<file path="src/rtl/retire_trace_fifo_if.sv">
// Retire-side and trace-side handshake bundle for the retirement trace buffer.
// The FIFO uses the slave view (consumes retires, produces trace records).
// The core/consumer side uses the master view.
interface retire_trace_fifo_if #(
  parameter int XLEN = 32
);
  // retire side (core -> fifo)
  logic            ret_valid_i;
  logic [XLEN-1:0] ret_pc_i;
  logic [31:0]     ret_instr_i;
  logic [4:0]      ret_rd_i;
  logic [XLEN-1:0] ret_rd_data_i;
  logic [XLEN-1:0] ret_mem_addr_i;
  logic [XLEN-1:0] ret_mem_data_i;
  logic            ret_mem_wrt_i;
  // trace side (fifo -> consumer)
  logic            trace_valid_o;
  logic            trace_ready_i;
  logic [XLEN-1:0] trace_pc_o;
  logic [31:0]     trace_instr_o;
  logic [4:0]      trace_rd_o;
  logic [XLEN-1:0] trace_rd_data_o;
  logic [XLEN-1:0] trace_mem_addr_o;
  logic [XLEN-1:0] trace_mem_data_o;
  logic            trace_mem_wrt_o;

  modport master (
    output ret_valid_i, ret_pc_i, ret_instr_i, ret_rd_i, ret_rd_data_i,
           ret_mem_addr_i, ret_mem_data_i, ret_mem_wrt_i, trace_ready_i,
    input  trace_valid_o, trace_pc_o, trace_instr_o, trace_rd_o,
           trace_rd_data_o, trace_mem_addr_o, trace_mem_data_o, trace_mem_wrt_o
  );

  modport slave (
    input  ret_valid_i, ret_pc_i, ret_instr_i, ret_rd_i, ret_rd_data_i,
           ret_mem_addr_i, ret_mem_data_i, ret_mem_wrt_i, trace_ready_i,
    output trace_valid_o, trace_pc_o, trace_instr_o, trace_rd_o,
           trace_rd_data_o, trace_mem_addr_o, trace_mem_data_o, trace_mem_wrt_o
  );
endinterface

</file>
<file path="src/rtl/retire_trace_fifo.sv">
// Retirement trace buffer: filters each retired record (rd squashed for
// branch/store), stops tracing once the halt PC retires, and queues records
// in a DEPTH-entry FIFO drained over valid/ready. Overflow drops are counted.
module retire_trace_fifo #(
  parameter int              XLEN    = 32,
  parameter int              DEPTH   = 8,
  parameter logic [XLEN-1:0] HALT_PC = 32'h8000_20C8,
  parameter bit              HALT_EN = 1'b1,
  localparam int             AW      = $clog2(DEPTH),
  localparam int             CW      = AW + 1
) (
  input  logic                clk_i,
  input  logic                rst_i,
  input  logic                flush_i,
  retire_trace_fifo_if.slave  bus,
  output logic [CW-1:0]       count_o,
  output logic                halted_o,
  output logic                overflow_o,
  output logic [15:0]         drop_cnt_o
);
  localparam logic [CW-1:0] FULL_CNT = CW'(DEPTH);
  localparam logic [6:0]    OP_BRANCH = 7'b1100011;
  localparam logic [6:0]    OP_STORE  = 7'b0100011;

  typedef struct packed {
    logic [XLEN-1:0] pc;
    logic [31:0]     instr;
    logic [4:0]      rd;
    logic [XLEN-1:0] rd_data;
    logic [XLEN-1:0] mem_addr;
    logic [XLEN-1:0] mem_data;
    logic            mem_wrt;
  } rec_t;

  typedef enum logic {RUN, HALTED} state_t;

  state_t        state, state_nxt;
  rec_t          mem [DEPTH];
  rec_t          rec_in, head;
  logic [AW-1:0] wr_ptr, rd_ptr;
  logic [CW-1:0] count;
  logic [15:0]   drop_cnt;
  logic          overflow;
  logic          is_halt, push_try, push, pop, drop, full, no_rd;

  // Filter: branches and stores have no destination, so rd/rd_data are zeroed.
  always_comb begin
    no_rd           = (bus.ret_instr_i[6:0] == OP_BRANCH) ||
                      (bus.ret_instr_i[6:0] == OP_STORE);
    rec_in.pc       = bus.ret_pc_i;
    rec_in.instr    = bus.ret_instr_i;
    rec_in.rd       = no_rd ? 5'd0 : bus.ret_rd_i;
    rec_in.rd_data  = (rec_in.rd == 5'd0) ? '0 : bus.ret_rd_data_i;
    rec_in.mem_addr = bus.ret_mem_addr_i;
    rec_in.mem_data = bus.ret_mem_data_i;
    rec_in.mem_wrt  = bus.ret_mem_wrt_i;
  end

  // Halt FSM next state plus push/pop/drop qualification.
  always_comb begin
    state_nxt = state;
    push_try  = 1'b0;
    is_halt   = HALT_EN && (bus.ret_pc_i == HALT_PC);
    if (state == RUN && bus.ret_valid_i) begin
      if (is_halt) state_nxt = HALTED;
      else         push_try  = 1'b1;
    end
    full = (count == FULL_CNT);
    pop  = (count != '0) && bus.trace_ready_i;
    push = push_try && (!full || pop);
    drop = push_try && full && !pop;
  end

  // FSM state register; reset and flush both return to RUN.
  always_ff @(posedge clk_i) begin
    if (rst_i || flush_i) state <= RUN;
    else                  state <= state_nxt;
  end

  // Pointers, occupancy and overflow status.
  always_ff @(posedge clk_i) begin
    if (rst_i || flush_i) begin
      wr_ptr   <= '0;
      rd_ptr   <= '0;
      count    <= '0;
      overflow <= 1'b0;
      drop_cnt <= '0;
    end else begin
      if (push) wr_ptr <= wr_ptr + 1'b1;
      if (pop)  rd_ptr <= rd_ptr + 1'b1;
      case ({push, pop})
        2'b10:   count <= count + 1'b1;
        2'b01:   count <= count - 1'b1;
        default: count <= count;
      endcase
      if (drop) begin
        overflow <= 1'b1;
        if (drop_cnt != 16'hFFFF) drop_cnt <= drop_cnt + 16'd1;
      end
    end
  end

  // Record storage; contents are don't-care until written, so no reset.
  always_ff @(posedge clk_i) begin
    if (push) mem[wr_ptr] <= rec_in;
  end

  assign head                 = mem[rd_ptr];
  assign bus.trace_valid_o    = (count != '0);
  assign bus.trace_pc_o       = head.pc;
  assign bus.trace_instr_o    = head.instr;
  assign bus.trace_rd_o       = head.rd;
  assign bus.trace_rd_data_o  = head.rd_data;
  assign bus.trace_mem_addr_o = head.mem_addr;
  assign bus.trace_mem_data_o = head.mem_data;
  assign bus.trace_mem_wrt_o  = head.mem_wrt;
  assign count_o              = count;
  assign halted_o             = (state == HALTED);
  assign overflow_o           = overflow;
  assign drop_cnt_o           = drop_cnt;
endmodule

</file>
<file path="src/flat_wrapper.sv">
// flat-port wrapper written by rule: the top's interface ports become plain ports
module retire_trace_fifo_flat 
#(
  parameter int              XLEN    = 32,
  parameter int              DEPTH   = 8,
  parameter logic [XLEN-1:0] HALT_PC = 32'h8000_20C8,
  parameter bit              HALT_EN = 1'b1,
  localparam int             AW      = $clog2(DEPTH),
  localparam int             CW      = AW + 1
)
  (clk_i, rst_i, flush_i, count_o, halted_o, overflow_o, drop_cnt_o, bus_ret_valid_i, bus_ret_pc_i, bus_ret_instr_i, bus_ret_rd_i, bus_ret_rd_data_i, bus_ret_mem_addr_i, bus_ret_mem_data_i, bus_ret_mem_wrt_i, bus_trace_ready_i, bus_trace_valid_o, bus_trace_pc_o, bus_trace_instr_o, bus_trace_rd_o, bus_trace_rd_data_o, bus_trace_mem_addr_o, bus_trace_mem_data_o, bus_trace_mem_wrt_o);
  retire_trace_fifo_if #(.XLEN(XLEN)) bus_i ();
  input  logic clk_i;
  input  logic rst_i;
  input  logic flush_i;
  output logic [CW-1:0] count_o;
  output logic halted_o;
  output logic overflow_o;
  output logic [15:0] drop_cnt_o;
  input wire logic [$bits(bus_i.ret_valid_i)-1:0] bus_ret_valid_i;
  input wire logic [$bits(bus_i.ret_pc_i)-1:0] bus_ret_pc_i;
  input wire logic [$bits(bus_i.ret_instr_i)-1:0] bus_ret_instr_i;
  input wire logic [$bits(bus_i.ret_rd_i)-1:0] bus_ret_rd_i;
  input wire logic [$bits(bus_i.ret_rd_data_i)-1:0] bus_ret_rd_data_i;
  input wire logic [$bits(bus_i.ret_mem_addr_i)-1:0] bus_ret_mem_addr_i;
  input wire logic [$bits(bus_i.ret_mem_data_i)-1:0] bus_ret_mem_data_i;
  input wire logic [$bits(bus_i.ret_mem_wrt_i)-1:0] bus_ret_mem_wrt_i;
  input wire logic [$bits(bus_i.trace_ready_i)-1:0] bus_trace_ready_i;
  output wire logic [$bits(bus_i.trace_valid_o)-1:0] bus_trace_valid_o;
  output wire logic [$bits(bus_i.trace_pc_o)-1:0] bus_trace_pc_o;
  output wire logic [$bits(bus_i.trace_instr_o)-1:0] bus_trace_instr_o;
  output wire logic [$bits(bus_i.trace_rd_o)-1:0] bus_trace_rd_o;
  output wire logic [$bits(bus_i.trace_rd_data_o)-1:0] bus_trace_rd_data_o;
  output wire logic [$bits(bus_i.trace_mem_addr_o)-1:0] bus_trace_mem_addr_o;
  output wire logic [$bits(bus_i.trace_mem_data_o)-1:0] bus_trace_mem_data_o;
  output wire logic [$bits(bus_i.trace_mem_wrt_o)-1:0] bus_trace_mem_wrt_o;
  assign bus_i.ret_valid_i = bus_ret_valid_i;
  assign bus_i.ret_pc_i = bus_ret_pc_i;
  assign bus_i.ret_instr_i = bus_ret_instr_i;
  assign bus_i.ret_rd_i = bus_ret_rd_i;
  assign bus_i.ret_rd_data_i = bus_ret_rd_data_i;
  assign bus_i.ret_mem_addr_i = bus_ret_mem_addr_i;
  assign bus_i.ret_mem_data_i = bus_ret_mem_data_i;
  assign bus_i.ret_mem_wrt_i = bus_ret_mem_wrt_i;
  assign bus_i.trace_ready_i = bus_trace_ready_i;
  assign bus_trace_valid_o = bus_i.trace_valid_o;
  assign bus_trace_pc_o = bus_i.trace_pc_o;
  assign bus_trace_instr_o = bus_i.trace_instr_o;
  assign bus_trace_rd_o = bus_i.trace_rd_o;
  assign bus_trace_rd_data_o = bus_i.trace_rd_data_o;
  assign bus_trace_mem_addr_o = bus_i.trace_mem_addr_o;
  assign bus_trace_mem_data_o = bus_i.trace_mem_data_o;
  assign bus_trace_mem_wrt_o = bus_i.trace_mem_wrt_o;
  retire_trace_fifo #(.XLEN(XLEN), .DEPTH(DEPTH), .HALT_PC(HALT_PC), .HALT_EN(HALT_EN)) u_core (.clk_i(clk_i), .rst_i(rst_i), .flush_i(flush_i), .bus(bus_i), .count_o(count_o), .halted_o(halted_o), .overflow_o(overflow_o), .drop_cnt_o(drop_cnt_o));
endmodule
</file>
<file path="config.mk">
export PLATFORM = sky130hd
export DESIGN_NAME = retire_trace_fifo_flat
export DESIGN_NICKNAME = d
export VERILOG_FILES = /design/src/rtl/retire_trace_fifo_if.sv /design/src/rtl/retire_trace_fifo.sv /design/src/flat_wrapper.sv
export SDC_FILE = /design/constraint.sdc
export NUM_CORES = 1
export LEC_CHECK = 0
export ABC_CLOCK_PERIOD_IN_PS = 18700
export BUFFER_PORTS_ARGS = -buffer_cell sky130_fd_sc_hd__buf_2
export CAP_MARGIN = 20
export CORE_AREA = 3 3 326 328
export CTS_BUF_LIST = sky130_fd_sc_hd__clkbuf_16
export CTS_CLUSTER_SIZE = 8
export DETAILED_ROUTE_END_ITERATION = 8
export DIE_AREA = 0 0 329 331
export PLACE_DENSITY_LB_ADDON = 0.05
export SLEW_MARGIN = 30
export SYNTH_ARGS = -nofsm -noshare
export SYNTH_HDL_FRONTEND = slang
export SYNTH_SLANG_ARGS = --single-unit
</file>
<file path="constraint.sdc">
create_clock -name clk_i -period 18.7 [get_ports clk_i]
set_input_delay 1.87 -clock clk_i [delete_from_list [all_inputs] [get_ports clk_i]]
set_output_delay 1.87 -clock clk_i [all_outputs]
set_load 0.005 [all_outputs]
</file>
==> After elaboration in Yosys (flattened, before gate mapping) <==
Memory sizes are Yosys's and may differ from the RTL's. A register that Yosys moved wholly into a read port is not among the register bits.
Cells that the tools add are included.
{ "op_classes": {"div": 0, "reduce_logical": 15, "order_cmp": 0, "n_addsub": 5, "n_shift": 0, "mux": 9, "n_bitwise": 1, "n_mul": 0, "n_eq_ne": 7} }
{ "op_table": {"columns": ["cell", "count"], "rows": [
  ["equality test 32 bit, second input constant", 1],
  ["2-to-1 mux 32 bit", 1],
  ["adder 16 x 1 -> 16 bit, second input constant", 1],
  ["!= test 16 bit, second input constant", 1],
  ["case mux 4 bit (2 select lines)", 1],
  ["equality test 7 x 6 -> 1 bit, second input constant", 1],
  ["equality test 7 bit, second input constant", 1],
  ["adder 3 x 1 -> 3 bit, second input constant", 2],
  ["2-to-1 mux 3 bit", 2],
  ["logical AND 1 bit", 5],
  ["logical NOT 5 bit", 1],
  ["2-to-1 mux 5 bit", 1],
  ["adder 4 x 1 -> 4 bit, second input constant", 1],
  ["equality test 4 bit, second input constant", 1],
  ["2-to-1 mux 1 bit", 4],
  ["AND reduction 2 bit", 2],
  ["nonzero test 4 bit", 1],
  ["subtractor 4 x 1 -> 4 bit, second input constant", 1],
  ["logical OR 1 bit", 3],
  ["equality test 2 x 1 -> 1 bit, second input constant", 1],
  ["equality test 2 bit, second input constant", 1],
  ["logical NOT 1 bit", 2],
  ["nonzero test 2 bit", 1],
  ["NOT 1 bit", 1]
]} }
{ "word_totals": {"input_bits": 171, "ram_bits": 1328, "mem_count": 1, "output_inout_bits": 189, "register_bits": 28, "rom_bits": 0, "latch_bits": 0} }
{ "memory_table": {"columns": ["name", "words", "width", "rd", "rd_ports_with_merged_regs", "write_ports", "line_no", "source"], "rows": [
  ["u_core.mem", 8, 166, 1, 1, 1, "retire_trace_fifo.sv:38", "rec_t mem [DEPTH];"]
]} }

==> Longest topological paths before layout <==
Gate-level depths: netlist of run 1.
{ "depth": {"ltp_word": 6, "mapped_depth": 13, "mapped_depth_nobuf": 11} }

==> Worst setup path after synthesis of run 1 <==
No wires, ideal clock.
{ "synth_timing": {"path_kind": "input port to flip-flop", "start": "in bus_ret_pc_i[6]", "end": "mem u_core.mem[0][0] in the netlist's numbering (enable)", "arrival_ps": 14146, "path_buffers": 1, "setup_time_ps": 895, "required_time_ps": 17805, "path_stages": 6, "slack_ps": 3659, "cell_sequence": "nor4bb_1 -> and4_4 -> a21bo_2 -> buf_4 -> or3_1 -> nor3_1"} }
{ "synth_via": {"elab_chain_cells": 6} }
{ "synth_rtl": {"columns": ["item", "line_no", "source"], "rows": [
  ["start, declared", "flat_wrapper.sv:21", "input wire logic [$bits(bus_i.ret_pc_i)-1:0] bus_ret_pc_i;"],
  ["equality test 32 bit", "retire_trace_fifo.sv:63", "is_halt = HALT_EN && (bus.ret_pc_i == HALT_PC);"],
  ["2-to-1 mux 1 bit", "retire_trace_fifo.sv:65", "if (is_halt) state_nxt = HALTED;"],
  ["2-to-1 mux 1 bit", "retire_trace_fifo.sv:64", "if (state == RUN && bus.ret_valid_i) begin"],
  ["logical AND 1 bit", "retire_trace_fifo.sv:70", "push = push_try && (!full || pop);"],
  ["2-to-1 mux 1 bit", "retire_trace_fifo.sv:105", "if (push) mem[wr_ptr] <= rec_in;"],
  ["2-to-1 mux 1 bit (implied by the code)", "retire_trace_fifo.sv:105", null],
  ["end, declared", "retire_trace_fifo.sv:38", null]
]} }
No other way between the ends.

==> results_dict.tcl, run 1 <==
set metrics [dict create \
    outcome "finished, final reports clean" \
    async_flop_share 0 \
    yosysWarningCount 0 \
    dpl.hpwl_um 58600 \
    core-area_sq_um 103000 \
    vias_per_cell 5.82 \
    sw_frac_of_total 0.193 \
    finalSetupViolCount 0 \
    worstMarginPinSlew_ps 1000 \
    vias 23694 \
    drc 0 \
    gr-total-overflow 0 \
    portBuffers 359 \
    clk_latency_ps 740 \
    ir_drop_mv 0.0698 \
    hold_buffers 0 \
    first_pass_iters 5 \
    critPathMaxStageDelay_ps 780 \
    synthCells 2172 \
    clkTransAtPathRegs_ps 50 \
    ant_nets 0 \
    cp-start-kind "flip-flop" \
    clock-skew-final_ps 15.0 \
    layout_commonest_cell "edfxtp_1" \
    seq_area_frac_synth 0.783 \
    crit_path_top_delay_cell "buf_4" \
    intPower_uw 5300 \
    critPathMaxFanout 62 \
    wl_per_cell_um 27.3 \
    rows 118 \
    final_nets 2830 \
    switchingPower_uw 1260 \
    initial_core_util 0.500 \
    synth_fp_nets 2349 \
    place.gp.congestion 0.732 \
    p_per_area_nw_per_um2 109 \
    die_area_sq_um 109000 \
    synth-edff-count 1328 \
    cts_max_level 4 \
    nFillCells 7509 \
    final.min_clock_period_ps 6310 \
    ios 360 \
    fp.dieW_um 329 \
    drtIter0Drc 1739 \
    grt_pass1_wl_um 165000 \
    critPathMostFrequentCell "buf_4" \
    final_core_util 0.583 \
    p_clk_frac 0.447 \
    clock-sinks 1359 \
    rsz0062_at_grt "no" \
    grt_max_degree 141 \
    wl_um 111000 \
    slew-limit-headroom 0.331 \
    tns_ps 0 \
    hold_violations 0 \
    synth_cell_types 55 \
    layout_common_cells "edfxtp_1, buf_2, mux4_2, clkbuf_16, mux2_2" \
    antenna_found_initial 28 \
    cap_viol_max_count 0 \
    cts-resized-gates 0 \
    arrival_ps 4440 \
    pwr-share-seq 0.518 \
    die_y_um 331 \
    synth_flop_cell "edfxtp_1" \
    drive_above_1_share 0.420 \
    endpoint_kind "output pin" \
    hold_class "reg2reg" \
    critPathKind "reg2out" \
    cts_tree "done" \
    pwr-share-comb 0.035 \
    grt_pass1_vias 25755 \
    grt_use_total 0.207 \
    avgSynthCellArea_sq_um 23.8 \
    crit_required_ps 16830 \
    period_share 0.337 \
    p_leak_uw 0.0192 \
    ys_seq_elements 1359 \
    netlist_area_sq_um 51700 \
    area_growth_pct 16.6 \
    final_max_slew_viol_count 0 \
    clockRootBuffer "clkbuf_16" \
    fmax_mhz 159 \
    postCtsSetupBuffers 0 \
    numCtsBuffers 187 \
    ctsLongestPathBuffers 3 \
    crit_chain "buf_4, buf_6, buf_4, mux4_2, mux2_2, buf_2" \
]
## critical path, delay by kind of cell (launching register included)
kind / cells / cell delay [ps]
mux: 2 / 720
buf+inv: 4 / 2250
flops: 1 / 590
## Yosys cell counts, types with 2 or more instances
master    number  area [sq um]
xor2_1         2          17.5
mux2i_1        7          70.1
buf_6          3          33.8
nand3_1       12          60.1
clkbuf_1      57           214
o31ai_1        5          37.5
and2_1        39           244
nor4_1         5          31.3
or4_4          2          22.5
o21ai_0        4          20.0
or4_1          5          37.5
or3_1         12          75.1
nor3_1         6          30.0
ha_1           5          62.6
inv_1          3          11.3
dfxtp_1       31           621
nor2_1        16          60.1
o21ai_2        2          17.5
nand2_1       20          75.1
buf_4          2          15.0
o311ai_1       4          35.0
a21oi_1       12          60.1
o41ai_1        8          70.1
nand4_1        2          12.5
o311ai_0       3          26.3
nor4b_1        4          35.0
mux2_2       166          1870
buf_1          5          18.8
nand2b_1       3          18.8
a31oi_1        3          18.8
nand3b_1       2          15.0
or2_2          2          12.5
clkbuf_8       2          27.5
edfxtp_1    1328         39900
mux4_2       332          7480
buf_2         39           195
## cell type report
| type | instances | area (sq um) | area share |
|---|---|---|---|
| antenna | 11 | 27.5 | 0.000457 |
| clock buffer | 194 | 4850 | 0.0805 |
| clock inverter | 22 | 141 | 0.00234 |
| inverter | 3 | 11.3 | 0.000187 |
| multi-input combinational | 702 | 10800 | 0.178 |
| sequential | 1359 | 40500 | 0.672 |
| tap | 1380 | 1730 | 0.0286 |
| timing repair buffer | 400 | 2270 | 0.0376 |
## state kept, by name, indices dropped and copies added, names as in the netlist, named ones only
name,flops
u_core.mem,1328
u_core.drop_cnt_o,16
u_core.count_o,4
u_core.rd_ptr,3
u_core.wr_ptr,3
u_core.halted_o,1
u_core.overflow_o,1
## cell families (layout without fill, tap and decap cells)
logic type	count (synthesis)	after routing	share of synthesized area
adders and majority gates	6	6	0.00160
DFF	1359	1359	0.783
and+or+nand+nor	139	139	0.0158
buffers and inverters	111	619	0.00997
other	0	11	0
AOI/OAI and AO/OA	49	49	0.00699
muxes	505	505	0.182
xor gates and xnor gates	3	3	0.000508
## stage by stage
step | cells | hold WS [ps] | cell area [sq um] | worst slack (ps) | power [uW]
3_3_place_gp | 3840 | 460 | 55100 | 12410 | 3680
4_1_cts | 4059 | 477 | 60200 | 11970 | 6640
3_5_place_dp | 3843 | 470 | 55200 | 12420 | 3690
5_1_grt | 4064 | 508 | 60300 | 12130 | 6780
2_1_floorplan | 2172 | 454 | 51700 | 3660 | 3580
6_report | 4071 | 476 | 60300 | 12390 | 6560
## path summary, 6_finish.rpt
check | startpoint | end | slack [ps] | depth (start not counted)
hold reg to reg | u_core.rd_ptr[1] | flip-flop | 480 | 2
setup / recovery | flip-flop | bus_trace_mem_addr_o[12] | 12390 | 6
setup reg to reg | u_core.halted_o | u_core.mem[6][60] | 14490 | 7
hold / removal | u_core.rd_ptr[1] | flip-flop | 480 | 2
## layer usage
metal	vias up	share of wire	track usage
met2	640	0.50	0.340
met3	203	0.064	0.0520
li1	10187	-	-
met1	12650	0.41	0.276
met5	-	0.00072	0
met4	14	0.024	0.0647
## power by group through the flow
stage	combinational (uW)	clock (uW)	sequential, uW
2_1_floorplan	118	0	3470
3_3_place_gp	226	0	3450
3_5_place_dp	235	0	3460
4_1_cts	236	3000	3400
5_1_grt	252	3130	3400
6_report	229	2930	3400
(Power assumes the default switching activity.)
==> inputs of run 2 (changes only) <==
--- a/config.mk
+++ b/config.mk
@@ -5,7 +5,7 @@
 export SDC_FILE = /design/constraint.sdc
 export NUM_CORES = 1
 export LEC_CHECK = 0
-export ABC_CLOCK_PERIOD_IN_PS = 18700
+export ABC_CLOCK_PERIOD_IN_PS = 5400
 export BUFFER_PORTS_ARGS = -buffer_cell sky130_fd_sc_hd__buf_2
 export CAP_MARGIN = 20
 export CORE_AREA = 3 3 326 328
==> constraint.sdc (replaced) <==
create_clock -name clk_i -period 5.4 [get_ports clk_i]
set_input_delay 0.54 -clock clk_i [delete_from_list [all_inputs] [get_ports clk_i]]
set_output_delay 0.54 -clock clk_i [all_outputs]
set_load 0.005 [all_outputs]
==> run 2 against run 1 <==
  * Core utilization rose by 0.15 points
  * Critical path depth fell by 2
  * Non-clock buffer count did not move
  * Setup slack got worse by 11000 ps
  * Clock skew rose by 9.0 ps
  * Die area did not move
  * Via count barely moved
  * Final area rose by 0.26%
  * Routed wire length rose by 2.5%
  * Final cell count barely moved
  * Sequential share of layout area fell by 0.18 points
==> results_dict.tcl, run 2 (synthesis results as in run 1) <==
set metrics [dict create \
    portBuffers 359 \
    grt_max_degree 117 \
    crit_family "multiplexers" \
    clockRootBuffer "clkbuf_16" \
    clock-sinks 1359 \
    r2r_start "u_core.halted_o" \
    first_pass_iters 5 \
    clk_latency_ps 740 \
    die_y_um 331 \
    critPathMaxStageDelay_ps 820 \
    r2r_slack_ps 2150 \
    vias 23692 \
    place.gp.congestion 0.722 \
    reg2reg_to "u_core.mem[4][21]" \
    final-instance-count-excl-fill 4068 \
    worstHoldEndpoint "u_core.mem[0][114]" \
    die_area_sq_um 109000 \
    area_growth_pct 16.9 \
    regMostFlops "u_core.mem" \
    initial_core_util 0.500 \
    final_max_slew_viol_count 0 \
    drtIter0Drc 1847 \
    core-area_sq_um 103000 \
    p_per_area_nw_per_um2 375 \
    cap_viol_max_count 0 \
    place_inst 3843 \
    grt_pass1_vias 26003 \
    crit_chain "buf_4, mux4_2, mux2_2, buf_2" \
    critPathMaxFanout 29 \
    arrival_ps 3190 \
    hold_violations 0 \
    wl_um 114000 \
    period_share 0.691 \
    worstRegToRegCells 5 \
    dpl.hpwl_um 61600 \
    antenna_found_initial 30 \
    endpoint_kind "output pin" \
    worstMarginPinSlew_ps 971 \
    fp.dieW_um 329 \
    gr-total-overflow 0 \
    fmax_mhz 268 \
    rsz0062_at_grt "no" \
    drc 0 \
    p_leak_uw 0.0192 \
    ctsLongestPathBuffers 3 \
    ant_nets 0 \
    crit_path_top_delay_cell "dfxtp_4" \
    dp_slack_ps 1490 \
    postCtsSetupBuffers 0 \
    clkTransAtPathRegs_ps 50 \
    critPathKind "reg2out" \
    final_nets 2830 \
    cp-start-kind "flip-flop" \
    cts_tree "done" \
    rows 118 \
    crit_required_ps 4860 \
    hp-start "bus_ret_instr_i[12]" \
    setup_ws_ps 1670 \
    finalSetupViolCount 0 \
    clock-skew-final_ps 24.0 \
    final.min_clock_period_ps 3730 \
    layout_common_cells "edfxtp_1, buf_2, mux4_2, clkbuf_16, mux2_2" \
    tns_ps 0 \
    drive_above_1_share 0.422 \
    ir_drop_mv 0.233 \
    outcome "finished, final reports clean" \
    slew-limit-headroom 0.353 \
    layout_commonest_cell "edfxtp_1" \
    hold_class "in2reg" \
    wl_per_cell_um 28.0 \
    grt_pass1_wl_um 170000 \
    grt_use_total 0.214 \
    numCtsBuffers 187 \
    hold_depth 1 \
    cts_max_level 4 \
    path_buf_inv 2 \
    largest_reg_flops 1328 \
    vias_per_cell 5.82 \
    ios 360 \
]
==> run 2: cell count changes in the layout (fill, tap and decap cells not counted), moves of 2 or more <==
cell,delta
nor3_2,-2
nor3_4,+2
inv_6,+2
diode_2,+7
buf_6,-9
buf_16,-2
buf_4,-9
inv_1,-10
buf_12,+19
==> run 2: stage by stage <==
| step | area (sq um) | hold WS (ps) | utilization | total power (uW) |
|---|---|---|---|---|
| 2_1_floorplan | 51800 | 454 | - | 12400 |
| 3_3_place_gp | 55400 | 465 | 0.536 | 12800 |
| 3_5_place_dp | 55500 | 473 | 0.536 | 12800 |
| 4_1_cts | 60400 | 0.782 | 0.584 | 23000 |
| 5_1_grt | 60400 | 32.9 | 0.584 | 23500 |
| 6_report | 60500 | 66.6 | 0.584 | 22700 |
==> run 2: area by class of cell <==
type	count	area [sq um]
clock buffers	193	4830
inverters	3	11.3
fillers	7425	43000
well taps	1380	1730
repair buffers	400	2430
flip-flops and latches	1359	40500
clock inverters	13	105
multi-input cells	702	10800
diodes	18	45.0
==> run 2: where the power goes <==
part	internal (uW)	switching (uW)	total, uW
clock network	6200	3910	10100
logic	356	445	801
registers	11700	33.1	11800
total	18300	4390	22700
==> run 2: layer usage <==
metal  routed length [um]  share of wire  up-vias  track usage
met1                47300           0.42    12670        0.288
met3                 7180          0.063      176       0.0534
li1                     -              -    10191            -
met5                   69        0.00061        -            0
met2                56800           0.50      645        0.346
met4                 2530          0.022       10       0.0684
==> run 2: how the worst max path moves through the flow <==
stage / start / endpoint / cells past startpoint / slack, ps
CTS: flip-flop / bus_trace_rd_data_o[23] / 4 / 1500
global route: flip-flop / bus_trace_rd_data_o[23] / 4 / 1380
finish: flip-flop / bus_trace_instr_o[1] / 4 / 1670
global placement: bus_ret_pc_i[13] / u_core.mem[4][36] / 7 / 1540
detailed placement: bus_ret_pc_i[13] / u_core.mem[4][18] / 7 / 1490
floorplan: bus_ret_pc_i[31] / u_core.mem[2][0] / 6 / -920
==> run 2: what timing repair did <==
item	CTS	global route
hold buffers	1	0
resized for setup	0	0
hold endpoints to repair	1	0
